$ cat src/rtl/ship_board_pkg.sv
// ship_board_pkg: shared cell/message types and board geometry for the own-fleet board
package ship_board_pkg;

    localparam int GRID_N    = 10;
    localparam int MAX_SHIPS = 11;
    localparam int CELLS     = GRID_N * GRID_N;

    typedef enum logic [1:0] {
        CELL_EMPTY = 2'b00,
        CELL_SHIP  = 2'b01,
        CELL_HIT   = 2'b10,
        CELL_MISS  = 2'b11
    } cell_t;

    localparam logic [1:0] MSG_MISS = 2'b01;
    localparam logic [1:0] MSG_HIT  = 2'b10;
    localparam logic [1:0] MSG_SUNK = 2'b11;

    // both nibbles of a {row, col} address must name a cell on the board
    function automatic logic in_range(input logic [7:0] a);
        return (a[7:4] < 4'(GRID_N)) && (a[3:0] < 4'(GRID_N));
    endfunction

    // linear cell index row*GRID_N + col
    function automatic logic [6:0] cell_idx(input logic [7:0] a);
        return {3'b000, a[7:4]} * 7'(GRID_N) + {3'b000, a[3:0]};
    endfunction

endpackage

$ cat src/rtl/ship_board_if.sv
// ship_board_if: shot request / response handshake between link logic and the board
interface ship_board_if;

    logic       shot_valid;
    logic [7:0] shot_addr;
    logic       busy;
    logic       msg_valid;
    logic       msg_ready;
    logic [1:0] msg_out;
    logic       fleet_lost;

    modport master (
        output shot_valid, shot_addr, msg_ready,
        input  busy, msg_valid, msg_out, fleet_lost
    );

    modport slave (
        input  shot_valid, shot_addr, msg_ready,
        output busy, msg_valid, msg_out, fleet_lost
    );

endinterface

$ cat src/rtl/ship_board_mem.sv
// ship_board_mem: 100x2-bit cell array, one write port, a combinational lookup port and a registered render port
module ship_board_mem
    import ship_board_pkg::*;
(
    input  logic       clk,
    input  logic       rst_n,
    input  logic       i_clr,
    input  logic       i_we,
    input  logic [6:0] i_waddr,
    input  cell_t      i_wdata,
    input  logic [6:0] i_laddr,
    output cell_t      o_ldata,
    input  logic [6:0] i_raddr,
    input  logic       i_rvalid,
    output cell_t      o_rdata
);

    cell_t r_mem [CELLS];
    cell_t r_rdata;

    assign o_ldata = (i_laddr < 7'(CELLS)) ? r_mem[i_laddr] : CELL_EMPTY;
    assign o_rdata = r_rdata;

    // cell storage: clear wins over the single write port
    always_ff @(posedge clk or negedge rst_n) begin
        if (!rst_n) begin
            for (int i = 0; i < CELLS; i++) r_mem[i] <= CELL_EMPTY;
        end else if (i_clr) begin
            for (int i = 0; i < CELLS; i++) r_mem[i] <= CELL_EMPTY;
        end else if (i_we && (i_waddr < 7'(CELLS))) begin
            r_mem[i_waddr] <= i_wdata;
        end
    end

    // render port: registered read, returns the pre-write value on a write cycle
    always_ff @(posedge clk or negedge rst_n) begin
        if (!rst_n) begin
            r_rdata <= CELL_EMPTY;
        end else begin
            r_rdata <= (i_clr || !i_rvalid || (i_raddr >= 7'(CELLS))) ? CELL_EMPTY : r_mem[i_raddr];
        end
    end

endmodule

$ cat src/rtl/ship_board.sv
// ship_board: own-fleet board store, ship placement and opponent shot resolution
module ship_board
    import ship_board_pkg::*;
(
    input  logic       clk,
    input  logic       rst_n,
    input  logic       i_board_clr,
    input  logic       i_place_en,
    input  logic       i_pick_ship,
    input  logic [7:0] i_mouse_position,
    output logic [3:0] o_ship_count,
    input  logic [7:0] i_rd_addr,
    output logic [1:0] o_rd_cell,
    ship_board_if.slave shot
);

    typedef enum logic [1:0] {S_IDLE, S_LOOKUP, S_UPDATE, S_RESPOND} state_t;

    state_t     r_state;
    logic [7:0] r_shot_addr;
    cell_t      r_cell;
    logic [3:0] r_hits;
    logic       r_busy;
    logic       r_msg_valid;
    logic [1:0] r_msg_out;
    logic       r_fleet_lost;
    logic       r_pick_d;
    logic       r_pending;
    logic [7:0] r_place_addr;
    logic [3:0] r_ship_count;

    cell_t      w_lcell;
    cell_t      w_rd_cell;
    cell_t      w_wdata;
    logic       w_pick_edge;
    logic       w_place_ok;
    logic       w_upd_write;
    logic       w_we;
    logic       w_sunk;
    logic [6:0] w_laddr;
    logic [6:0] w_waddr;
    logic [3:0] w_new_hits;

    // placement only ever uses the ports while the shot FSM is idle, so they never collide
    assign w_pick_edge = i_pick_ship && !r_pick_d && i_place_en;
    assign w_laddr     = (r_state == S_IDLE) ? cell_idx(r_place_addr) : cell_idx(r_shot_addr);
    assign w_place_ok  = (r_state == S_IDLE) && !shot.shot_valid && r_pending && in_range(r_place_addr)
                         && (w_lcell == CELL_EMPTY) && (r_ship_count < 4'(MAX_SHIPS));
    assign w_upd_write = (r_state == S_UPDATE) && ((r_cell == CELL_SHIP) || (r_cell == CELL_EMPTY));
    assign w_we        = w_place_ok || w_upd_write;
    assign w_waddr     = w_upd_write ? cell_idx(r_shot_addr) : cell_idx(r_place_addr);
    assign w_wdata     = !w_upd_write ? CELL_SHIP : (r_cell == CELL_SHIP) ? CELL_HIT : CELL_MISS;
    assign w_new_hits  = r_hits + 4'd1;
    assign w_sunk      = (w_new_hits == r_ship_count) && (r_ship_count != 4'd0);

    assign o_ship_count    = r_ship_count;
    assign o_rd_cell       = w_rd_cell;
    assign shot.busy       = r_busy;
    assign shot.msg_valid  = r_msg_valid;
    assign shot.msg_out    = r_msg_out;
    assign shot.fleet_lost = r_fleet_lost;

    ship_board_mem u_mem (
        .clk      (clk),
        .rst_n    (rst_n),
        .i_clr    (i_board_clr),
        .i_we     (w_we),
        .i_waddr  (w_waddr),
        .i_wdata  (w_wdata),
        .i_laddr  (w_laddr),
        .o_ldata  (w_lcell),
        .i_raddr  (cell_idx(i_rd_addr)),
        .i_rvalid (in_range(i_rd_addr)),
        .o_rdata  (w_rd_cell)
    );

    // placement: edge-detect pick_ship, hold one pending cell, commit it when the shot side is quiet
    always_ff @(posedge clk or negedge rst_n) begin
        if (!rst_n) begin
            r_pick_d     <= 1'b0;
            r_pending    <= 1'b0;
            r_place_addr <= 8'h00;
            r_ship_count <= 4'd0;
        end else if (i_board_clr) begin
            r_pick_d     <= 1'b0;
            r_pending    <= 1'b0;
            r_place_addr <= 8'h00;
            r_ship_count <= 4'd0;
        end else begin
            r_pick_d <= i_pick_ship;
            if (w_place_ok) r_ship_count <= r_ship_count + 4'd1;
            if (w_pick_edge) begin
                r_place_addr <= i_mouse_position;
                r_pending    <= 1'b1;
            end else if ((r_state == S_IDLE) && !shot.shot_valid) begin
                r_pending    <= 1'b0;
            end
        end
    end

    // shot FSM: latch, read cell, update cell and build reply, hold reply until accepted
    always_ff @(posedge clk or negedge rst_n) begin
        if (!rst_n) begin
            r_state      <= S_IDLE;
            r_shot_addr  <= 8'h00;
            r_cell       <= CELL_EMPTY;
            r_hits       <= 4'd0;
            r_busy       <= 1'b0;
            r_msg_valid  <= 1'b0;
            r_msg_out    <= 2'b00;
            r_fleet_lost <= 1'b0;
        end else if (i_board_clr) begin
            r_state      <= S_IDLE;
            r_shot_addr  <= 8'h00;
            r_cell       <= CELL_EMPTY;
            r_hits       <= 4'd0;
            r_busy       <= 1'b0;
            r_msg_valid  <= 1'b0;
            r_msg_out    <= 2'b00;
            r_fleet_lost <= 1'b0;
        end else begin
            case (r_state)
                S_IDLE: begin
                    if (shot.shot_valid) begin
                        r_shot_addr <= shot.shot_addr;
                        r_busy      <= 1'b1;
                        r_state     <= S_LOOKUP;
                    end
                end
                S_LOOKUP: begin
                    r_cell  <= in_range(r_shot_addr) ? w_lcell : CELL_MISS;
                    r_state <= S_UPDATE;
                end
                S_UPDATE: begin
                    if (r_cell == CELL_SHIP) begin
                        r_hits    <= w_new_hits;
                        r_msg_out <= w_sunk ? MSG_SUNK : MSG_HIT;
                        if (w_sunk) r_fleet_lost <= 1'b1;
                    end else begin
                        r_msg_out <= (r_cell == CELL_HIT) ? MSG_HIT : MSG_MISS;
                    end
                    r_msg_valid <= 1'b1;
                    r_state     <= S_RESPOND;
                end
                S_RESPOND: begin
                    if (shot.msg_ready) begin
                        r_msg_valid <= 1'b0;
                        r_busy      <= 1'b0;
                        r_state     <= S_IDLE;
                    end
                end
                default: r_state <= S_IDLE;
            endcase
        end
    end

endmodule

$ cat src/flat_wrapper.sv
// flat-port wrapper written by rule: the top's interface ports become plain ports
module ship_board_flat import ship_board_pkg::*;
  (clk, rst_n, i_board_clr, i_place_en, i_pick_ship, i_mouse_position, o_ship_count, i_rd_addr, o_rd_cell, shot_shot_valid, shot_shot_addr, shot_msg_ready, shot_busy, shot_msg_valid, shot_msg_out, shot_fleet_lost);
  ship_board_if shot_i ();
  input  logic clk;
  input  logic rst_n;
  input  logic i_board_clr;
  input  logic i_place_en;
  input  logic i_pick_ship;
  input  logic [7:0] i_mouse_position;
  output logic [3:0] o_ship_count;
  input  logic [7:0] i_rd_addr;
  output logic [1:0] o_rd_cell;
  input wire logic [$bits(shot_i.shot_valid)-1:0] shot_shot_valid;
  input wire logic [$bits(shot_i.shot_addr)-1:0] shot_shot_addr;
  input wire logic [$bits(shot_i.msg_ready)-1:0] shot_msg_ready;
  output wire logic [$bits(shot_i.busy)-1:0] shot_busy;
  output wire logic [$bits(shot_i.msg_valid)-1:0] shot_msg_valid;
  output wire logic [$bits(shot_i.msg_out)-1:0] shot_msg_out;
  output wire logic [$bits(shot_i.fleet_lost)-1:0] shot_fleet_lost;
  assign shot_i.shot_valid = shot_shot_valid;
  assign shot_i.shot_addr = shot_shot_addr;
  assign shot_i.msg_ready = shot_msg_ready;
  assign shot_busy = shot_i.busy;
  assign shot_msg_valid = shot_i.msg_valid;
  assign shot_msg_out = shot_i.msg_out;
  assign shot_fleet_lost = shot_i.fleet_lost;
  ship_board u_core (.clk(clk), .rst_n(rst_n), .i_board_clr(i_board_clr), .i_place_en(i_place_en), .i_pick_ship(i_pick_ship), .i_mouse_position(i_mouse_position), .o_ship_count(o_ship_count), .i_rd_addr(i_rd_addr), .o_rd_cell(o_rd_cell), .shot(shot_i));
endmodule
$ cat config.mk
export PLATFORM = sky130hd
export DESIGN_NAME = ship_board_flat
export DESIGN_NICKNAME = d
export VERILOG_FILES = /design/src/rtl/ship_board_pkg.sv /design/src/rtl/ship_board_if.sv /design/src/rtl/ship_board_mem.sv /design/src/rtl/ship_board.sv /design/src/flat_wrapper.sv
export SDC_FILE = /design/constraint.sdc
export NUM_CORES = 1
export LEC_CHECK = 0
export BUFFER_PORTS_ARGS = -buffer_cell sky130_fd_sc_hd__buf_2
export CORE_MARGIN = 2
export CORE_UTILIZATION = 55
export DETAILED_ROUTE_END_ITERATION = 6
export PLACE_DENSITY = 0.8
export SETUP_SLACK_MARGIN = 0.05
export SLEW_MARGIN = 25
export SYNTH_ARGS = -nofsm -noshare
export SYNTH_HDL_FRONTEND = slang
export SYNTH_HIERARCHICAL = 1
export SYNTH_SLANG_ARGS = --single-unit
$ cat constraint.sdc
create_clock -name clk -period 6.2 [get_ports clk]
set_input_delay 0.31 -clock clk [delete_from_list [all_inputs] [get_ports clk]]
set_output_delay 0.31 -clock clk [all_outputs]
set_load 0.02 [all_outputs]
==> metrics.csv, run 1 <==
stage,metric,value,unit
grt,use_met1,39.7,%
critical_path,cp_slowest_cell,inv_1,
layout,fin_nets,1589,
critical_path,cp_common_cell,mux2_2,
logic_synthesis,yosys-top-cells-count,"nand2_1, dfrtp_1, a21oi_1, o21ai_0, nor2_1",
logic_synthesis,avgSynthCellArea,9.49,um^2
sta,finalMaxSlewViolations,0,
logic_synthesis,synth_area,0.0148,mm^2
power_and_ir_drop,clockPowerShare,35.4,%
sta,setup_tns,0,ns
critical_path,worst_setup_path_start_kind,flip-flop,
grt,antenna_found_initial,0,
logic_synthesis,synth_top_area_share,40.2,%
route,drt_first_pass_iters,6,
floorplanning,core,0.0262,mm^2
clocking,numCtsBuffers,27,
clocking,cts_sinks,237,
floorplanning,start_util,56.3,%
logic_synthesis,synth_edf_count,0,
power_and_ir_drop,peakVddDrop,0.212,mV
logic_synthesis,synth_cells,1555,
sta,rsz0062_at_grt,false,
logic_synthesis,yosys.cell_types.count,59,
logic_synthesis,ys.flop_type,dfrtp_1,
critical_path,endpoint_kind,flip-flop,
layout,diodes,0,
logic_synthesis,synth-simple-area-share,15.4,%
critical_path,cp_data_arrival_time,6.26,ns
power_and_ir_drop,p_int,2950,uW
logic_synthesis,yosysSeqAreaShare,40.2,%
clocking,path_clk_slew,0.06,ns
sta,worst_pin_slew,1.02,ns
floorplanning,rows,59,
layout,area_delta_synth_final,8.55,%
clocking,clk_latency,0.54,ns
placement,portBuffers,41,
logic_synthesis,synth_compound_area_share,14.7,%
grt,grt_use_met3,6.77,%
grt,gr-usage-met2,46.4,%
power_and_ir_drop,powerDensity,283,mW/mm^2
logic_synthesis,yosysWarnings,6,
flow_run,maxCapViolCount,0,
power_and_ir_drop,leakage,0.00638,uW
route,routed_via_density,6.70,
floorplanning,die-area,0.0282,mm^2
outcome,run_status,finished clean,
sta,max-slew-margin-rel,30.0,%
critical_path,path_max_fanout,30,
grt,grt_first_pass_wirelength,65900,um
sta,setup_viol_count_final,0,
placement,dp_hpwl,26300,um
grt,grt_overflow_total,0,
route,ant_nets,0,
sta,final-hold-violation-count,0,
critical_path,crit_family,simple AND/OR/NAND/NOR gates,
route,drc_errors,0,
logic_synthesis,synthAdderAreaFrac,3.19,%
sta,max_freq,172,MHz
hold_path,hold_path_class,in -> reg,
route,dr_total_vias,12568,
sta,finClkSkew,0.0175,ns
floorplanning,chipHeight,168,um
grt,gr-max-usage-layer,met2,
sta,min_period,5.82,ns
clocking,h-tree-depth,1,
grt,grtUsageTotal,29.3,%
logic_synthesis,synthXorXnorAreaFrac,1.42,%
critical_path,cp.required,6.64,ns
logic_synthesis,synth_nets,1620,
power_and_ir_drop,p_comb_share,28.9,%
grt,grt_max_degree,140,
clocking,cts_setup_buffers,0,
placement,place_congestion,0.952,
critical_path,crit_buf_inv,2,
layout,drive_above_1_share,16.2,%
power_and_ir_drop,p_seq_share,35.7,%
critical_path,crit_path_cell_trace,"ha_1, fa_1, mux2_2, inv_1, mux2_2, o22ai_1, or4_1, o311ai_0, nor4b_2, and4_1, or2_2, nand4_1, buf_4, nor2_1, nand2_1, a21oi_1",
route,drt-total-wl,40700,um
logic_synthesis,synthMuxAreaShare,20.4,%
power_and_ir_drop,switching_power,1590,uW
route,drt_iter0_markers,1670,
logic_synthesis,synth-async-reset-ratio,100,%
floorplanning,die_x,168,um
logic_synthesis,synth_top_family_by_area,multiplexers,
clocking,cts-root-buf,clkbuf_16,
route,wl_per_cell,21.7,um
floorplanning,io-pin-count,42,
power_and_ir_drop,p_total,4540,uW
critical_path,critPathMaxStageDelay,0.62,ns
clocking,clockBufferDepth,3,
logic_synthesis,synth.area.top_cells,"dfrtp_1, mux4_2, a21oi_1, nand2_1, o21ai_0",
critical_path,setup.worst_path.class,reg -> reg,
clocking,cts_tree,built,
power_and_ir_drop,swShare,35.0,%
logic_synthesis,synth-seq-cells,237,
sta,fin_crit_sh,93.8,%
logic_synthesis,synth_top_area_cell,dfrtp_1,
grt,grt_pass1_vias,12286,
layout,fillers,2029,
logic_synthesis,synth_most_common_cell,nand2_1,
-- registers in the layout, summed over array words and instances, names as in the netlist --
name and count:
u_core/u_mem/r_mem 200, u_core/r_place_addr 8, u_core/r_shot_addr 8, u_core/o_ship_count 4, u_core/r_hits 4, u_core/r_cell 2, u_core/r_state 2, u_core/shot.msg_out 2
u_core/u_mem/o_rdata 2, u_core/r_pending 1, u_core/r_pick_d 1, u_core/shot.busy 1, u_core/shot.fleet_lost 1, u_core/shot.msg_valid 1
-- power by group through the flow --
stage                     Sequential (uW)  Combinational (uW)  Clock (uW)
final                                1620                1310        1610
after global routing                 1620                1400        1690
after CTS                            1620                1270        1620
after detailed placement             1650                1270           0
after global placement               1640                1240           0
after floorplan                      1650                 891           0
-- final cells by class --
class	instances	area (um^2)	area share [%]
repair buffers	74	503	3.14
flip-flops and latches	237	5930	37.0
multi-input cells	1155	8180	51.0
clock buffers	39	791	4.93
clock inverters	8	96.3	0.601
inverters	29	109	0.679
well taps	335	419	2.62
-- through the flow --
step	util [%]	setup slack, ns	std cells	cell area, um^2	hold slack, ns
6_report	61.2	0.384	1877	16000	0.0143
5_1_grt	61.2	0.256	1877	16000	0.0253
4_1_cts	61.1	0.466	1877	16000	0.0115
3_5_place_dp	57.6	0.508	1829	15100	0.383
3_3_place_gp	57.6	0.800	1829	15100	0.378
2_1_floorplan	-	1.58	1555	14800	0.0144
-- final timing paths --
kind	endpoint	slack, ns	depth (start not counted)	from
max	u_core/u_mem/r_mem[21]	0.38	16	u_core/r_place_addr[1]
max in group asynchronous	u_core/u_mem/r_mem[37]	4.55	3	rst_n
max reg2reg	u_core/u_mem/r_mem[21]	0.38	16	u_core/r_place_addr[1]
min reg2reg	u_core/shot.msg_valid	0.51	2	u_core/shot.msg_valid
min in group asynchronous	u_core/r_hits[2]	0.35	2	rst_n
min	u_core/r_shot_addr[3]	0.01	3	shot_shot_addr[3]
-- per-layer routing --
metal  part of all wire [%]  vias to the layer above
li1                       -                     5501
met1                     39                     6235
met2                     47                      713
met3                     10                      119
met4                    3.7                        0
met5                      0                        -
-- cell families after synthesis --
family | count (synthesis)
multiplexers | 168
AO/OA/AOI/OAI | 410
adder cells (fa/ha/maj) | 34
AND/OR/NAND/NOR | 520
buffers and inverters | 163
XOR/XNOR | 23
flip-flops | 237
-- tightest hold or removal path, cell delays in order --
cell     delay (ns)
buf_2          0.10
nand3_1        0.05
a21oi_1        0.05
-- timing repair --
item,4_1_cts,5_1_grt
resized for setup,0,0
hold endpoints to repair,98,0
hold buffers,1,0
setup endpoints to repair,0,0
-- cells in the final DEF (no fill, tap or decap), drive strengths merged, types with 4 or more instances in the layout --
cell,n
a221oi,5
mux4,105
buf,73
xnor2,16
nand2b,13
nor2,112
clkbuf,39
xor2,7
o21ai,151
nor2b,15
nand3,78
nand2,262
nand3b,4
nand4,4
dfrtp,237
a21oi,222
o22ai,4
nor3,6
mux2,13
nor3b,4
or2,4
inv,30
ha,28
nand4b,6
a211oi,5
clkinv,4
fa,6
mux2i,50
Power figures use the tool's default switching activity.
==> inputs of run 2 (changes only) <==
- ABC_CLOCK_PERIOD_IN_PS: unset -> 6200
- GPL_TIMING_DRIVEN: unset -> 0
==> run 2 against run 1 <==
Clock power about the same; via count up 10%; sequential power barely moved; critical path type unchanged; largest cell class unchanged; critical path depth grew 4; critical endpoint is now u_core/u_mem/r_mem[30]; sequential share of layout area decreased by 1.0 points.
==> metrics.csv, run 2 (synthesized netlist as in run 1, its figures left out) <==
stage,metric,value,unit,change
layout,area_delta_synth_final,11.7,%,was 8.55%
power_and_ir_drop,powerDensity,287,mW/mm^2,was 283 mW/mm^2
clocking,cts-root-buf,clkbuf_16,,unchanged
route,routed_via_density,6.98,,was 6.70
critical_path,r2r-start,u_core/r_state[0],,was u_core/r_place_addr[1]
layout,largest_reg_flops,200,,unchanged
grt,antenna_found_initial,1,,was 0
sta,max-slew-margin-rel,25.5,%,was 30.0%
clocking,cts_tree,built,,unchanged
hold_path,hold_depth,3,,unchanged
layout,biggestRegsByFlops,"u_core/u_mem/r_mem: 200 flops, u_core/r_place_addr: 8 flops, u_core/r_shot_addr: 8 flops",,unchanged
power_and_ir_drop,leakage,0.00659,uW,was 0.00638 uW
floorplanning,die-area,0.0282,mm^2,unchanged
sta,finalMaxSlewViolations,0,,unchanged
route,drc_errors,0,,unchanged
placement,place_congestion,1.05,,was 0.952
layout,multi_input_area,0.00817,mm^2,was 0.00818 mm^2
hold_path,hold_path_class,in -> reg,,unchanged
sta,setup_slack,0.282,ns,was 0.384 ns
layout,largest_register,u_core/u_mem/r_mem,,unchanged
critical_path,path_max_fanout,11,,was 30
layout,fin_nets,1699,,was 1589
route,drt-total-wl,51600,um,was 40700 um
sta,min_period,5.92,ns,was 5.82 ns
floorplanning,io-pin-count,42,,unchanged
layout,final_common_cell,nand2_1,,unchanged
clocking,clockBufferDepth,3,,unchanged
floorplanning,chipHeight,168,um,unchanged
flow_run,maxCapViolCount,0,,unchanged
layout,post-route-util,62.9,%,was 61.2%
sta,max_freq,169,MHz,was 172 MHz
grt,grt_overflow_total,0,,unchanged
critical_path,reg2regPathDepth,20,,was 16
critical_path,worst_setup_path_start_kind,flip-flop,,unchanged
placement,portBuffers,40,,was 41
hold_path,hold_end,u_core/r_shot_addr[3],,unchanged
sta,setup_viol_count_final,0,,unchanged
clocking,numCtsBuffers,26,,was 27
sta,setup_tns,0,ns,unchanged
grt,grt_max_degree,73,,was 140
placement,dp_hpwl,35600,um,was 26300 um
layout,drive_above_1_share,16.8,%,was 16.2%
critical_path,cp.required,6.65,ns,was 6.64 ns
clocking,cts_sinks,237,,unchanged
floorplanning,die_x,168,um,unchanged
grt,grt_first_pass_wirelength,78000,um,was 65900 um
critical_path,endpoint_kind,flip-flop,,unchanged
route,drt_iter0_markers,2302,,was 1670
floorplanning,rows,59,,unchanged
outcome,run_status,finished clean,,unchanged
layout,fillers,2117,,was 2029
placement,place_area,0.0155,mm^2,was 0.0151 mm^2
layout,seq_area,0.00593,mm^2,unchanged
sta,rsz0062_at_grt,false,,unchanged
critical_path,r2r_slack,0.28,ns,was 0.38 ns
sta,whs,0.00954,ns,was 0.0143 ns
grt,grt_pass1_vias,13369,,was 12286
route,wl_per_cell,26.0,um,was 21.7 um
power_and_ir_drop,peakVddDrop,0.186,mV,was 0.212 mV
hold_path,holdCritStartpoint,shot_shot_addr[3],,unchanged
route,ant_nets,0,,unchanged
layout,stdcell_area,0.0165,mm^2,was 0.0160 mm^2
placement,post-place-ws,-0.624,ns,was 0.508 ns
clocking,path_clk_slew,0.06,ns,about the same
route,dr_total_vias,13876,,was 12568
critical_path,cp_data_arrival_time,6.37,ns,was 6.26 ns
sta,final-hold-violation-count,0,,unchanged
floorplanning,start_util,56.3,%,unchanged
sta,worst_pin_slew,1.12,ns,was 1.02 ns
layout,final_cell_mix,"nand2_1, dfrtp_1, a21oi_1",,unchanged
clocking,h-tree-depth,1,,unchanged
critical_path,setup.worst_path.class,reg -> reg,,unchanged
floorplanning,core,0.0262,mm^2,unchanged
route,drt_first_pass_iters,6,,unchanged
critical_path,r2r-end,u_core/u_mem/r_mem[30],,was u_core/u_mem/r_mem[21]
sta,finClkSkew,0.00844,ns,was 0.0175 ns
grt,grtUsageTotal,36.5,%,was 29.3%
clocking,clk_latency,0.55,ns,was 0.54 ns
sta,fin_crit_sh,95.5,%,was 93.8%
==> run 2: cell types whose count changed in the layout (fill, tap and decap cells not counted), sizes merged <==
cell    previous run  this run
buf               73        89
clkbuf            39       132
inv               30        29
clkinv             4         7
diode              0         1
==> run 2: worst max path at each step <==
stage / start / to / slack [ns] / cells past startpoint
floorplan: u_core/r_state[0] / u_core/u_mem/r_mem[32] / 1.58 / 21
global placement: u_core/r_state[0] / u_core/u_mem/r_mem[37] / -0.55 / 23
detailed placement: u_core/r_state[0] / u_core/u_mem/r_mem[37] / -0.62 / 23
CTS: u_core/r_state[0] / u_core/u_mem/r_mem[37] / 0.05 / 23
global route: u_core/r_state[0] / u_core/u_mem/r_mem[30] / 0.22 / 18
finish: u_core/r_state[0] / u_core/u_mem/r_mem[30] / 0.28 / 20
==> run 2: routing by layer <==
metal / track usage, % / vias to the layer above / wire length (um)
met2: 54.1 / 1178 / 22400
met4: 21.6 / 2 / 3510
met3: 11.4 / 273 / 7580
li1: - / 5727 / -
met5: 0 / - / 37
met1: 47.5 / 6696 / 18200
==> run 2: final cells by class <==
cell class,count,area share [%]
sequential,237,36.0
timing repair buffer,52,2.20
multi-input combinational,1155,49.5
clock buffer,37,4.75
antenna,1,0.0152
tap,335,2.54
buffer,133,3.69
inverter,29,0.660
clock inverter,10,0.622
==> run 2: power breakdown <==
part	total, uW	internal, uW	switching (uW)
logic	1510	438	1070
registers	1620	1580	35.1
clock network	1610	957	652
==> run 2: per-stage QoR <==
step | instances | total power [uW]
final | 1989 | 4740
after global routing | 1988 | 4860
after CTS | 1989 | 4670
after global placement | 1930 | 3020
after detailed placement | 1933 | 3050
after floorplan | 1555 | 2540
==> run 2: worst max-delay path, stage by stage (launching register included) <==
cell and delay, ns:
dfrtp_1 0.41, inv_1 0.08, ha_1 0.24, buf_2 0.21, mux2_2 0.35, clkbuf_4 0.34, buf_4 0.32, buf_2 0.41
mux4_2 0.38, mux2i_1 0.22, o221ai_1 0.18, o211ai_1 0.24, o41ai_2 0.18, nor4b_2 0.29, and4_1 0.21, buf_4 0.15
or2_2 0.24, and4b_1 0.27, clkbuf_1 0.67, nand3_1 0.23, a21oi_1 0.21
==> run 2: repair_timing <==
action,4_1_cts,5_1_grt
pin swaps,2,0
gates cloned,0,0
setup endpoints to repair,180,162
setup buffers,8,0
hold buffers,1,0
endpoints found under the hold margin,50,0
gates resized for setup,13,22
